`src/rtl/fetch_queue_stage_pkg.sv`:
```
// Shared types and constants for the fetch stage.
//   ARCH_LEN / INST_LEN / PHY_LEN : architectural PC, instruction and
//                                   physical icache address widths
//   inst_fetched_t                : head-of-queue view handed to decode
//   fq_entry_t                    : one buffered {pc, inst} pair
package fetch_queue_stage_pkg;

    localparam int unsigned ARCH_LEN = 32;
    localparam int unsigned INST_LEN = 32;
    localparam int unsigned PHY_LEN  = 20;

    localparam logic [31:0] PERF_MAX = '1;

    typedef struct packed {
        logic                valid;
        logic [INST_LEN-1:0] inst;
    } inst_fetched_t;

    typedef struct packed {
        logic [ARCH_LEN-1:0] pc;
        logic [INST_LEN-1:0] inst;
    } fq_entry_t;

    // Redirect targets are word aligned by clearing the two low bits.
    function automatic logic [ARCH_LEN-1:0] align_pc(input logic [ARCH_LEN-1:0] pc);
        return pc & ~ARCH_LEN'(3);
    endfunction

    function automatic logic [31:0] sat_inc(input logic [31:0] value);
        return (value == PERF_MAX) ? value : value + 32'd1;
    endfunction

endpackage

```
`src/rtl/fetch_queue_stage_queue.sv`:
```
// fetch_queue: circular FIFO of fq_entry_t placed in front of decode.
//   clk, rst     : clock, synchronous active-high reset
//   flush        : discard all entries (wins over push/pop this cycle)
//   push, wdata  : write wdata at the tail; caller guarantees !full
//   pop          : advance head; ignored when empty
//   head_valid   : queue is non-empty
//   head         : entry at the head pointer
//   count        : occupancy, 0..DEPTH
//   full         : count == DEPTH
module fetch_queue
    import fetch_queue_stage_pkg::*;
#(
    parameter int unsigned DEPTH = 4
) (
    input  logic                     clk,
    input  logic                     rst,
    input  logic                     flush,
    input  logic                     push,
    input  fq_entry_t                wdata,
    input  logic                     pop,
    output logic                     head_valid,
    output fq_entry_t                head,
    output logic [$clog2(DEPTH):0]   count,
    output logic                     full
);

    localparam int unsigned PW = $clog2(DEPTH);
    localparam int unsigned CW = PW + 1;
    localparam logic [CW-1:0] FULL_CNT = CW'(DEPTH);

    fq_entry_t         mem [DEPTH];
    logic [PW-1:0]     rd_ptr;
    logic [PW-1:0]     wr_ptr;
    logic [CW-1:0]     cnt;
    logic              do_push;
    logic              do_pop;

    always_comb begin
        full       = (cnt == FULL_CNT);
        head_valid = (cnt != '0);
        do_push    = push && !full;
        do_pop     = pop && head_valid;
        head       = mem[rd_ptr];
        count      = cnt;
    end

    always_ff @(posedge clk) begin
        if (rst || flush) begin
            rd_ptr <= '0;
            wr_ptr <= '0;
            cnt    <= '0;
        end else begin
            if (do_push) begin
                wr_ptr <= wr_ptr + 1'b1;
            end
            if (do_pop) begin
                rd_ptr <= rd_ptr + 1'b1;
            end
            case ({do_push, do_pop})
                2'b10:   cnt <= cnt + 1'b1;
                2'b01:   cnt <= cnt - 1'b1;
                default: cnt <= cnt;
            endcase
        end
    end

    // Storage carries no reset; validity is tracked by cnt alone.
    always_ff @(posedge clk) begin
        if (!rst && !flush && do_push) begin
            mem[wr_ptr] <= wdata;
        end
    end

endmodule

```
`src/rtl/fetch_queue_stage.sv`:
```
// fetch_queue_stage: owns the PC, drives the icache lookup and buffers
// fetched {pc, inst} pairs in a fetch queue ahead of decode.
//   clk, rst          : clock, synchronous active-high reset
//   stall_fet_in      : suppress new fetches (dequeue still allowed)
//   br_tk, pc_br_tk   : redirect: flush queue, load aligned target
//   ic_addr, ic_en    : icache lookup address and enable
//   ic_data, ic_miss  : icache response for the current lookup
//   inst_fetched_out  : queue head {valid, inst}
//   pc_out            : PC of the queue head, 0 when empty
//   dec_ready         : decode consumes the head this cycle
//   fq_count          : queue occupancy
//   perf_*            : saturating event counters, present only when
//                       FETCH_PERF_CNT_EN is defined
module fetch_queue_stage
    import fetch_queue_stage_pkg::*;
#(
    parameter int unsigned         FQ_DEPTH  = 4,
    parameter logic [ARCH_LEN-1:0] BOOT_ADDR = '0,
    parameter int unsigned         PC_STEP   = 4
) (
    input  logic                      clk,
    input  logic                      rst,
    input  logic                      stall_fet_in,
    input  logic                      br_tk,
    input  logic [ARCH_LEN-1:0]       pc_br_tk,
    output logic [PHY_LEN-1:0]        ic_addr,
    output logic                      ic_en,
    input  logic [INST_LEN-1:0]       ic_data,
    input  logic                      ic_miss,
    output inst_fetched_t             inst_fetched_out,
    output logic [ARCH_LEN-1:0]       pc_out,
    input  logic                      dec_ready,
`ifdef FETCH_PERF_CNT_EN
    output logic [31:0]               perf_miss_cyc,
    output logic [31:0]               perf_full_cyc,
    output logic [31:0]               perf_redirects,
`endif
    output logic [$clog2(FQ_DEPTH):0] fq_count
);

    logic [ARCH_LEN-1:0]        pc;
    logic                       q_full;
    logic                       q_valid;
    fq_entry_t                  q_head;
    fq_entry_t                  q_wdata;
    logic [$clog2(FQ_DEPTH):0]  q_count;
    logic                       push;
    logic                       pop;

    always_comb begin
        ic_en   = !rst && !br_tk && !stall_fet_in && !q_full;
        ic_addr = pc[PHY_LEN-1:0];
        push    = ic_en && !ic_miss;
        // A redirect discards any head decode might be taking this cycle.
        pop     = q_valid && dec_ready && !br_tk && !rst;
        q_wdata = '{pc: pc, inst: ic_data};
    end

    always_ff @(posedge clk) begin
        if (rst) begin
            pc <= BOOT_ADDR;
        end else if (br_tk) begin
            pc <= align_pc(pc_br_tk);
        end else if (push) begin
            pc <= pc + ARCH_LEN'(PC_STEP);
        end
    end

    fetch_queue #(
        .DEPTH (FQ_DEPTH)
    ) u_fetch_queue (
        .clk        (clk),
        .rst        (rst),
        .flush      (br_tk),
        .push       (push),
        .wdata      (q_wdata),
        .pop        (pop),
        .head_valid (q_valid),
        .head       (q_head),
        .count      (q_count),
        .full       (q_full)
    );

    always_comb begin
        inst_fetched_out = '0;
        pc_out           = '0;
        fq_count         = '0;
        if (!rst) begin
            fq_count = q_count;
            if (q_valid) begin
                inst_fetched_out.valid = 1'b1;
                inst_fetched_out.inst  = q_head.inst;
                pc_out                 = q_head.pc;
            end
        end
    end

`ifdef FETCH_PERF_CNT_EN
    always_ff @(posedge clk) begin
        if (rst) begin
            perf_miss_cyc  <= '0;
            perf_full_cyc  <= '0;
            perf_redirects <= '0;
        end else begin
            if (ic_en && ic_miss) begin
                perf_miss_cyc <= sat_inc(perf_miss_cyc);
            end
            if (q_full && !stall_fet_in) begin
                perf_full_cyc <= sat_inc(perf_full_cyc);
            end
            if (br_tk) begin
                perf_redirects <= sat_inc(perf_redirects);
            end
        end
    end
`endif

endmodule

```
`config.mk`:
```
export PLATFORM = sky130hd
export DESIGN_NAME = fetch_queue_stage
export DESIGN_NICKNAME = d
export VERILOG_FILES = /design/src/rtl/fetch_queue_stage_pkg.sv /design/src/rtl/fetch_queue_stage_queue.sv /design/src/rtl/fetch_queue_stage.sv
export SDC_FILE = /design/constraint.sdc
export NUM_CORES = 1
export LEC_CHECK = 0
export BUFFER_PORTS_ARGS = -buffer_cell sky130_fd_sc_hd__clkbuf_2
export CAP_MARGIN = 40
export CORE_MARGIN = 1.5
export CORE_UTILIZATION = 36
export DETAILED_ROUTE_END_ITERATION = 10
export PLACE_DENSITY = 0.6
export SETUP_SLACK_MARGIN = 0.1
export SYNTH_ARGS = -nofsm -noshare
export SYNTH_HDL_FRONTEND = slang
export SYNTH_SLANG_ARGS = --single-unit
```
`constraint.sdc`:
```
create_clock -name clk -period 4.2 [get_ports clk]
set_clock_uncertainty 0.15 [all_clocks]
set_input_delay 0.21 -clock clk [delete_from_list [all_inputs] [get_ports clk]]
set_output_delay 0.21 -clock clk [all_outputs]
set_load 0.05 [all_outputs]
```
# Yosys cells after proc, flatten, opt, wreduce, memory -nomap -nowiden
# Memory sizes are Yosys's and may differ from the RTL's. A register that Yosys moved wholly into a read port is not among the register bits.
# Index checks and enable logic that the tools add are counted.
# word_totals
out_inout_bits	89
latch_bits	0
ff_bits	39
memories	1
mem_bits_ro	0
inputBits	70
wordCells	46
mem_bits_rw	256
# classes
order_cmp	0
shift	0
multipliers	0
n_bitwise	0
n_mux	12
n_eq_ne	3
n_reduce_logical	20
n_div	0
n_addsub	5
# mem_list
name	depth	word_bits	rd	rd_ports_with_merged_regs	write_ports	line_no	source
u_fetch_queue.mem	4	64	1	1	1	fetch_queue_stage_queue.sv:31	fq_entry_t mem [DEPTH];
# op_table
cell	n
32-bit 2-to-1 mux	4
33-bit 2-to-1 mux	2
32-bit by 3-bit adder with 32-bit output (second input constant)	1
1-bit logical AND	10
3-bit one-hot mux with 2 select lines	1
1-bit logical NOT	5
2-bit by 1-bit adder with 2-bit output (second input constant)	2
2-bit 2-to-1 mux	2
2-bit nonzero test	2
3-bit by 1-bit adder with 3-bit output (second input constant)	1
3-bit == test (second input constant)	1
3-bit 2-to-1 mux	1
3-bit nonzero test	1
3-bit by 1-bit subtractor with 3-bit output (second input constant)	1
2-bit by 1-bit == test with 1-bit output (second input constant)	1
2-bit == test (second input constant)	1
1-bit 2-to-1 mux	2
2-bit OR reduction	1
1-bit logical OR	1

# Depth between registers and ports, before layout
# Gate-level depths: netlist of run 1.
# logic_depth
ltp_word	9
depth_mapped	10

# Hierarchy
# From an unflattened synthesis of run 1, not the netlist that was laid out.
# hier_totals
hier_cells	720
area_unflattened_um2	12187.9
# modules_own_cells
module	area_each_um2	cells_per_inst	seq_area_each_um2	instances
fetch_queue	9709.3	387	7867.5	1
fetch_queue_stage	2478.6	333	600.6	1

# Worst setup path after synthesis of run 1
# Ideal clock, no wire load.
# synth_timing
path_kind	input to register
from	in br_tk
to	mem u_fetch_queue.mem[0][0] (netlist name) (enable)
n_path_buf	1
setup_time_ns	0.426
slack_ns	0.906
t_arrival_ns	2.717
cell_stages	4
cell_sequence	or2_1 -> nor4_4 -> clkbuf_1 -> and2_1
# synth_via
elab_chain_cells	9
# synth_rtl
item	line_no	source
start, declared	fetch_queue_stage.sv:24	input logic br_tk,
1-bit logical NOT *	fetch_queue_stage_queue.sv:69, fetch_queue_stage.sv:51	
1-bit logical AND *	fetch_queue_stage_queue.sv:69, fetch_queue_stage.sv:51	
1-bit logical AND (2 in a row)	fetch_queue_stage.sv:51	ic_en = !rst && !br_tk && !stall_fet_in && !q_full;
1-bit logical AND	fetch_queue_stage.sv:53	push = ic_en && !ic_miss;
1-bit logical AND	fetch_queue_stage_queue.sv:41	do_push = push && !full;
1-bit logical AND *	fetch_queue_stage_queue.sv:69	if (!rst && !flush && do_push) begin
1-bit 2-to-1 mux *	fetch_queue_stage_queue.sv:69	
1-bit 2-to-1 mux (implied by the code) *	fetch_queue_stage_queue.sv:70	mem[wr_ptr] <= wdata;
end, declared	fetch_queue_stage_queue.sv:31	
# Every way passes the cells marked *; elsewhere a longest branch is shown, timed or not.

==> metrics.csv, run 1 <==
stage;metric;value;unit
critical_path;path_cells;buf_12 -> mux4_2 -> and2_1 -> clkbuf_2;
clock_network;numCtsBuffers;30;
route;ant_nets;0;
clock_network;post_cts_buffers;0;
final_layout;multiInputGateArea;0.00315;mm2
synthesis;yosysSeqAreaShare;70.1;%
die;start_util;36.9;%
worst_hold_path;hold_path_class;in -> reg;
worst_hold_path;min_from;dec_ready;
global_route;overflow;0;
timing;slew_viol_final;0;
timing;max_freq;338;MHz
clock_network;cts.clk_slew.worst_paths;0.06;ns
final_layout;final_nets;991;
synthesis;synth.distinct_cells;47;
clock_network;cts.htree.levels;1;
placed_design;placed_cells;1252;
die;die_h;184;um
critical_path;max_stage_delay;0.65;ns
route;first_pass_iters;5;
synthesis;synthAdderAreaFrac;0.810;%
timing;period_minus_slack;2.96;ns
synthesis;synthCells;704;
worst_hold_path;whs_path_depth;4;
timing;fin_crit_sh;70.5;%
critical_path;cp_slowest_cell;dfxtp_4;
final_layout;fillCellCount;2762;
final_layout;fin_cells;1372;
timing;hold_ws;0.0277;ns
synthesis;synth_xor_area_share;1.05;%
placed_design;portBuffers;152;
synthesis;synthMuxAreaShare;12.3;%
clock_network;ctsLongestPathBuffers;3;
synthesis;synthSimpleGateAreaFrac;8.66;%
timing;worstMarginPinSlew;0.774;ns
synthesis;synth_top_family_by_area;multiplexers;
critical_path;reg2reg_from;pc[2];
power;power.density;421;mW/mm2
timing;finalSetupTns;0;ns
global_route;grt_pass1_wl;39300;um
power;leakagePower;5.03;nW
route;drc_errors;0;
synthesis;ys_ff_latch;287;
global_route;grt_usage;15.2;%
die;rows;65;
route;vias;6826;
status;status;finished, final reports clean;
final_layout;antenna_cells;0;
synthesis;syn_area_per_cell;16.7;um2
synthesis;synth_area;0.0117;mm2
clock_network;cts_tree;yes;
critical_path;rr_worst_depth;7;
route;vias_per_cell;4.98;
placed_design;dp_hpwl;15500;um
critical_path;worstSetupPathDepth;4;
die;die_area;0.0337;mm2
synthesis;synthFlopType;edfxtp_1;
clock_network;cts_num_sinks;287;
synthesis;yosysWarnings;0;
timing;relSlewSlack;48.2;%
die;core;0.0318;mm2
timing;grt_setup_unrepaired;no;
critical_path;crit_path_end_kind;output port;
placed_design;place.gp.congestion;0.791;
final_layout;utilization;46.0;%
critical_path;path_buf_inv;2;
synthesis;async_flop_share;0;%
route;drt_wl_total;25600;um
final_layout;mostFrequentLayoutCell;edfxtp_1;
clock_network;clk_latency;0.54;ns
critical_path;worstPathRequired;3.84;ns
final_layout;regArea;0.00824;mm2
critical_path;start_kind;flop;
timing;hold_violations;0;
route;drt_iter0_drc;541;
power;peakVddDrop;0.295;mV
critical_path;path_delay_family;flip-flops;
critical_path;crit_fanout;40;
final_layout;syn_to_final_growth;24.8;%
route;routedWlPerCell;18.7;um
final_layout;final_cell_mix;248 x edfxtp_1, 152 x clkbuf_2, 65 x dlygate4sd3_1, 64 x and2_1, 62 x mux4_2;
timing;setup_viol_count_final;0;
die;ios;159;
global_route;grt_antenna_before_repair;0;
critical_path;crit_type;reg -> out;
die;dieWidth;184;um
clock_network;cts_root_buf;clkbuf_16;
synthesis;synth-compound-area-share;3.83;%
global_route;grt_pass1_vias;6841;
synthesis;synth-edff-count;248;
global_route;grt_max_degree;47;
final_layout;drive_above_1_share;31.4;%
clock_network;postCtsResizedCells;0;
job;max-cap-violations;0;
critical_path;arrival;2.60;ns
-- routing by layer --
layer / routed length [um] / vias up / track usage, %
met5: 0 / - / 0
met4: 461 / 0 / 3.51
met3: 1390 / 32 / 2.63
met2: 12200 / 215 / 25.0
met1: 11600 / 3441 / 21.0
li1: - / 3138 / -
-- cell families after synthesis --
group                      count (synthesis)
and+or+nand+nor                          182
xor gates and xnor gates                  14
other                                      1
muxes                                     66
adders and majority gates                  7
AOI/OAI and AO/OA                         72
buffers and inverters                     75
DFF                                      287
-- tightest hold or removal path, delay by kind of cell --
family | cells | cell delay, ns
buffers and inverters | 1 | 0.08
and+or+nand+nor | 2 | 0.25
xor gates and xnor gates | 1 | 0.15
-- sequential cells by signal, indices dropped and copies added, names as in the netlist, named ones only --
| register | cells |
|---|---|
| pc | 30 |
| u_fetch_queue.count | 3 |
| u_fetch_queue.mem | 248 |
| u_fetch_queue.rd_ptr | 2 |
| u_fetch_queue.wr_ptr | 2 |
-- what timing repair did --
action | in CTS | in global routing
endpoints found under the setup margin | 0 | 0
hold endpoints to repair | 158 | 0
hold buffers | 65 | 0
-- where the power goes --
group	switching (W)	internal (W)
registers	0.0000572	0.00313
logic	0.000153	0.000114
clock network	0.00107	0.00163
total	0.00128	0.00488
-- final timing paths --
kind | endpoint | slack [ns]
max reg2reg | pc[26] | 1.70
max | pc_out[26] | 1.24
min | flop | 0.03
min reg2reg | u_fetch_queue.wr_ptr[1] | 0.35
-- area by class of cell --
class / count / share of cell area (%)
Tap cell: 435 / 3.72
Sequential cell: 287 / 56.2
Multi-Input combinational cell: 345 / 21.5
Inverter: 15 / 0.385
Clock buffer: 38 / 5.90
Clock inverter: 17 / 1.17
Timing Repair Buffer: 235 / 11.0
-- per-stage QoR --
stage | area, um2 | setup slack (ns) | total power (W)
detailed placement | 13000 | 1.37 | 0.00347
floorplan | 11700 | 0.906 | 0.00338
global route | 14600 | 1.04 | 0.00637
finish | 14600 | 1.24 | 0.00616
CTS | 14600 | 1.11 | 0.00622
global placement | 12900 | 1.38 | 0.00346
-- cell usage after synthesis (2+ instances only) --
cell type	instances	area [um2]
nor2_1	28	105
nor4_2	2	25.0
mux4_2	62	1400
o22ai_1	3	18.8
xor2_1	9	78.8
and4_1	2	17.5
or3_1	4	25.0
mux2_2	2	22.5
nand3_1	17	85.1
mux2i_1	2	20.0
inv_1	14	52.6
nor3_1	9	45.0
nor2b_1	6	37.5
nand2_1	23	86.3
a22oi_1	6	45.0
a32oi_1	4	35.0
dfxtp_1	39	781
o21a_1	5	37.5
nor3b_1	3	22.5
o311ai_1	2	17.5
edfxtp_1	248	7450
and2_1	68	425
clkbuf_1	23	86.3
buf_4	22	165
a31oi_1	10	62.6
ha_1	6	75.1
a21oi_1	21	105
xnor2_1	5	43.8
buf_2	11	55.1
a41oi_1	3	26.3
o21ai_1	2	10.0
buf_1	3	11.3
nand4_1	14	87.6
o21ai_0	13	65.1
Note: power is estimated with default switching activity, not from simulation.
==> inputs of run 2 (changes only) <==
--- a/config.mk
+++ b/config.mk
@@ -10,7 +10,7 @@
 export CORE_MARGIN = 1.5
 export CORE_UTILIZATION = 36
 export DETAILED_ROUTE_END_ITERATION = 10
-export PLACE_DENSITY = 0.6
+export PLACE_DENSITY = 0.62
 export SETUP_SLACK_MARGIN = 0.1
 export SYNTH_ARGS = -nofsm -noshare
 export SYNTH_HDL_FRONTEND = slang
==> constraint.sdc (replaced) <==
create_clock -name clk -period 2.7 [get_ports clk]
set_clock_uncertainty 0.15 [all_clocks]
set_input_delay 0.135 -clock clk [delete_from_list [all_inputs] [get_ports clk]]
set_output_delay 0.135 -clock clk [all_outputs]
set_load 0.05 [all_outputs]
==> run 2 against run 1 <==
Against the previous run:
- die area unchanged
- largest cell class unchanged
- non-clock buffer count up 32
- setup slack worse by 1.0 ns
- register-to-register slack worse by 1.5 ns
- combinational power up 73%
- clock power up 67%
- critical path type is now reg -> reg
- sequential cell count unchanged
- count of clock-buffer cells in the layout down 4
- first-iteration DRC count down 11%
- global-route usage about the same
- via count up 0.26%
- largest power group unchanged
==> metrics.csv, run 2 (synthesis gave the netlist of run 1 again) <==
stage;metric;value;unit
timing;finalSetupTns;0;ns
final_layout;design_area;0.0151;mm2
die;die_area;0.0337;mm2
critical_path;max_stage_delay;0.57;ns
die;core;0.0318;mm2
route;drc_errors;0;
clock_network;ctsLongestPathBuffers;3;
timing;max_freq;402;MHz
global_route;grt_max_degree;64;
placed_design;portBuffers;152;
critical_path;crit_path_end_kind;flop;
timing;period_minus_slack;2.48;ns
worst_hold_path;hold_path_class;in -> reg;
clock_network;cts.clk_slew.worst_paths;0.06;ns
final_layout;syn_to_final_growth;28.9;%
critical_path;rr_worst_depth;8;
placed_design;dp_hpwl;15700;um
critical_path;start_kind;flop;
power;peakVddDrop;0.491;mV
timing;setup_viol_count_final;0;
critical_path;worstSetupPathDepth;8;
clock_network;clk_latency;0.55;ns
clock_network;cts.htree.levels;1;
die;ios;159;
placed_design;dpl_worst_slack;0.366;ns
final_layout;antenna_cells;0;
power;leakagePower;5.25;nW
critical_path;arrival;2.77;ns
worst_hold_path;whs_path_depth;5;
final_layout;multiInputGateArea;0.00317;mm2
die;die_h;184;um
critical_path;cp-startpoint;pc[2];
timing;hold_ws;0.0517;ns
final_layout;fillCellCount;2769;
clock_network;numCtsBuffers;30;
global_route;grt_pass1_vias;7059;
final_layout;final_nets;1023;
route;routedWlPerCell;18.3;um
critical_path;crit_fanout;13;
critical_path;crit_type;reg -> reg;
global_route;grt_pass1_wl;39600;um
power;power.density;655;mW/mm2
timing;relSlewSlack;54.2;%
die;rows;65;
critical_path;path_buf_inv;2;
timing;grt_setup_unrepaired;yes;
final_layout;largest-register;u_fetch_queue.mem;
final_layout;mostFrequentLayoutCell;edfxtp_1;
die;start_util;36.9;%
route;vias_per_cell;4.87;
route;ant_nets;0;
status;status;finished, final reports clean;
timing;hold_violations;0;
critical_path;path_cells;ha_1 -> nand3_2 -> nor4_2 -> buf_4 -> nand3_1 -> xor2_1 -> o22ai_1 -> dlygate4sd3_1;
global_route;grt_antenna_before_repair;0;
critical_path;reg2reg_from;pc[2];
route;drt_iter0_drc;483;
clock_network;cts_tree;yes;
route;first_pass_iters;5;
timing;setup_ws;0.215;ns
critical_path;endpoint;pc[28];
timing;slew_viol_final;0;
route;drt_wl_total;25700;um
clock_network;cts_num_sinks;287;
job;max-cap-violations;0;
critical_path;path_delay_family;buffers and inverters;
final_layout;regArea;0.00824;mm2
timing;fin_crit_sh;92.0;%
route;vias;6844;
timing;worstMarginPinSlew;0.685;ns
final_layout;final_cell_mix;248 x edfxtp_1, 152 x clkbuf_2, 77 x dlygate4sd3_1, 64 x and2_1, 62 x mux4_2;
critical_path;r2r_end;pc[28];
critical_path;worstPathRequired;2.99;ns
critical_path;regToRegSetupSlack;0.22;ns
clock_network;cts_root_buf;clkbuf_16;
final_layout;drive_above_1_share;32.7;%
placed_design;place.gp.congestion;0.791;
die;dieWidth;184;um
global_route;overflow;0;
final_layout;largest_register_ffs;248;
placed_design;placed_cell_area;0.0132;mm2
critical_path;cp_slowest_cell;dlygate4sd3_1;
global_route;grt_usage;15.2;%
==> run 2: cell type report <==
type	count	area share, %
flip-flops and latches	287	54.5
multi-input cells	345	20.9
repair buffers	267	13.4
clock buffers	34	5.20
well taps	435	3.60
clock inverters	22	2.04
inverters	15	0.372
==> run 2: per-stage QoR <==
step                util, %  power, W  instances
CTS                    47.3    0.0100       1401
global route           47.6    0.0102       1405
floorplan                 -   0.00526        707
global placement       41.4   0.00540       1268
detailed placement     41.4   0.00541       1268
finish                 47.6   0.00992       1405
==> run 2: what timing repair did <==
action	in CTS	in global routing
cloned	0	1
endpoints found under the setup margin	7	28
gates resized for setup	1	10
pin swaps	0	1
setup buffers	0	3
hold buffers	77	0
hold endpoints to repair	161	0
==> run 2: metal layers <==
| metal | wire length [um] | vias up | global-route usage (%) |
|---|---|---|---|
| li1 | - | 3206 | - |
| met1 | 11600 | 3427 | 21.1 |
| met2 | 12300 | 183 | 25.1 |
| met3 | 1460 | 28 | 2.61 |
| met4 | 346 | 0 | 3.08 |
| met5 | 0 | - | 0 |
==> run 2: worst reg2reg max path, stage by stage, from the launching register on <==
cell,delay (ns)
dfxtp_1,0.34
ha_1,0.22
nand3_2,0.17
nor4_2,0.30
buf_4,0.24
nand3_1,0.12
xor2_1,0.18
o22ai_1,0.10
dlygate4sd3_1,0.57
==> run 2: worst min-delay path by stage <==
| stage | start | end | slack (ns) |
|---|---|---|---|
| global placement | ic_data[5] | u_fetch_queue.mem[1][5] | 0.20 |
| floorplan | ic_data[0] | u_fetch_queue.mem[0][0] | 0.08 |
| CTS | ic_miss | u_fetch_queue.wr_ptr[1] | 0.003 |
| detailed placement | ic_data[27] | u_fetch_queue.mem[3][27] | 0.21 |
| finish | dec_ready | flop | 0.05 |
| global route | dec_ready | flop | 0.06 |
==> run 2: where the power goes <==
group	internal (W)	total, W	switching, W	leakage (nW)
registers	0.00487	0.00495	0.0000755	2.55
logic	0.000204	0.000463	0.000259	2.17
clock network	0.00284	0.00450	0.00166	0.529
total	0.00792	0.00992	0.00199	5.25
==> inputs of run 3 (changes only) <==
--- a/config.mk
+++ b/config.mk
@@ -10,7 +10,8 @@
 export CORE_MARGIN = 1.5
 export CORE_UTILIZATION = 36
 export DETAILED_ROUTE_END_ITERATION = 10
-export PLACE_DENSITY = 0.62
+export GPL_TIMING_DRIVEN = 0
+export PLACE_DENSITY_LB_ADDON = 0.25
 export SETUP_SLACK_MARGIN = 0.1
 export SYNTH_ARGS = -nofsm -noshare
 export SYNTH_HDL_FRONTEND = slang
==> run 3 against run 2 <==
Against the previous run:
- sequential cell count unchanged
- first-iteration DRC count down 21%
- largest cell class unchanged
- global-route usage increased by 0.98 points
- final cell count rose by 1.4%
- largest power group unchanged
==> metrics.csv, run 3 (synthesis gave the netlist of run 1 again) <==
stage;metric;value;unit
job;max-cap-violations;0;
route;drt_iter0_drc;383;
power;leakagePower;5.24;nW
global_route;grt_pass1_wl;41300;um
die;dieWidth;184;um
route;vias;7049;
final_layout;fin_cells;1424;
clock_network;ctsLongestPathBuffers;3;
timing;setup_ws;0.164;ns
timing;slew_viol_final;0;
power;peakVddDrop;0.464;mV
final_layout;syn_to_final_growth;27.3;%
global_route;grt_max_degree;46;
route;dr_wl_met2;12900;um
route;drc_errors;0;
power;power.density;628;mW/mm2
status;status;finished, final reports clean;
route;routedWlPerCell;18.9;um
placed_design;dp_hpwl;17000;um
final_layout;utilization;47.0;%
route;vias_per_cell;4.95;
critical_path;regToRegSetupSlack;0.22;ns
die;core;0.0318;mm2
critical_path;cp_slowest_cell;mux4_2;
timing;grt_setup_unrepaired;yes;
worst_hold_path;hold_path_class;in -> reg;
critical_path;max_stage_delay;0.54;ns
route;highest_layer;met4;
route;wl_met3;1760;um
critical_path;crit_fanout;10;
placed_design;placed_cell_area;0.0132;mm2
placed_design;portBuffers;152;
clock_network;cts.clk_slew.worst_paths;0.06;ns
route;met1_length;11900;um
timing;hold_violations;0;
critical_path;path_cells;buf_4 -> mux4_2 -> and2_1 -> clkbuf_2;
timing;fin_crit_sh;93.9;%
global_route;grt_usage;16.2;%
timing;worstMarginPinSlew;0.684;ns
clock_network;clk_latency;0.55;ns
die;rows;65;
final_layout;final_nets;1041;
die;die_area;0.0337;mm2
global_route;grt_antenna_before_repair;0;
die;start_util;36.9;%
placed_design;dpl_worst_slack;-0.225;ns
clock_network;numCtsBuffers;31;
final_layout;antenna_cells;0;
critical_path;start_kind;flop;
final_layout;design_area;0.0149;mm2
clock_network;cts_tree;yes;
timing;setup_viol_count_final;0;
die;die_h;184;um
placed_design;place.gp.congestion;0.825;
route;drt_wl_total;26900;um
die;ios;159;
final_layout;final_cell_mix;248 x edfxtp_1, 162 x clkbuf_2, 64 x and2_1, 63 x dlygate4sd3_1, 62 x mux4_2;
timing;relSlewSlack;54.0;%
final_layout;largest_register_ffs;248;
clock_network;cts_num_sinks;287;
final_layout;largest-register;u_fetch_queue.mem;
critical_path;crit_type;reg -> out;
route;first_pass_iters;5;
global_route;grt_pass1_vias;7067;
timing;max_freq;394;MHz
critical_path;crit_path_end_kind;output port;
placed_design;placed_cells;1299;
critical_path;arrival;2.25;ns
global_route;overflow;0;
route;ant_nets;0;
critical_path;worstPathRequired;2.41;ns
final_layout;mostFrequentLayoutCell;edfxtp_1;
final_layout;fillCellCount;2778;
power;power.total;0.00938;W
final_layout;drive_above_1_share;33.7;%
clock_network;cts.htree.levels;1;
timing;period_minus_slack;2.54;ns
clock_network;cts_root_buf;clkbuf_16;
==> run 3: through the flow <==
step / hold slack, ns / setup TNS (ns)
CTS: 0.0435 / 0
detailed placement: 0.208 / -35.90
finish: 0.0233 / 0
global route: 0.0284 / 0
floorplan: 0.0839 / 0
global placement: 0.205 / -249.71
==> run 3: worst paths after layout <==
path,startpoint,endpoint,cells after the start
worst min register to register,u_fetch_queue.wr_ptr[1],u_fetch_queue.wr_ptr[1],2
worst max register to register,u_fetch_queue.count[0],u_fetch_queue.count[2],11
worst max-delay path,flop,inst_fetched_out[26],4
worst min-delay path,ic_miss,pc[26],6
==> run 3: report_power, final <==
group / internal, W / switching (W)
Combinational: 0.000202 / 0.000251
Sequential: 0.00487 / 0.0000843
Clock: 0.00228 / 0.00169
==> run 3: per-layer routing <==
metal,vias to the layer above,track usage (%)
li1,3243,-
met3,29,3.35
met4,0,2.98
met1,3558,22.1
met5,-,0
met2,219,26.9
==> run 3: worst max-delay path, delay by kind of cell, from the launching register on <==
family                 cells  cell delay, ns
flip-flops                 1            0.45
buffers and inverters      2            0.52
multiplexers               1            0.54
AND/OR/NAND/NOR            1            0.17
==> run 3: layout make-up <==
type                       instances  area (um2)  area share, %
buffer                            58         365           2.45
multi-input combinational        345        3200           21.4
clock inverter                    13         109          0.729
clock buffer                      45         848           5.68
timing repair buffer             226        1570           10.5
tap                              435         544           3.64
inverter                          15        61.3          0.410
sequential                       287        8240           55.2
==> run 3: timing repair <==
action / CTS / global route
hold endpoints to repair: 162 / 0
pin swaps: 3 / 2
gates cloned: 0 / 0
setup buffers: 6 / 0
gates resized for setup: 33 / 10
hold buffers: 63 / 0
endpoints found under the setup margin: 240 / 57
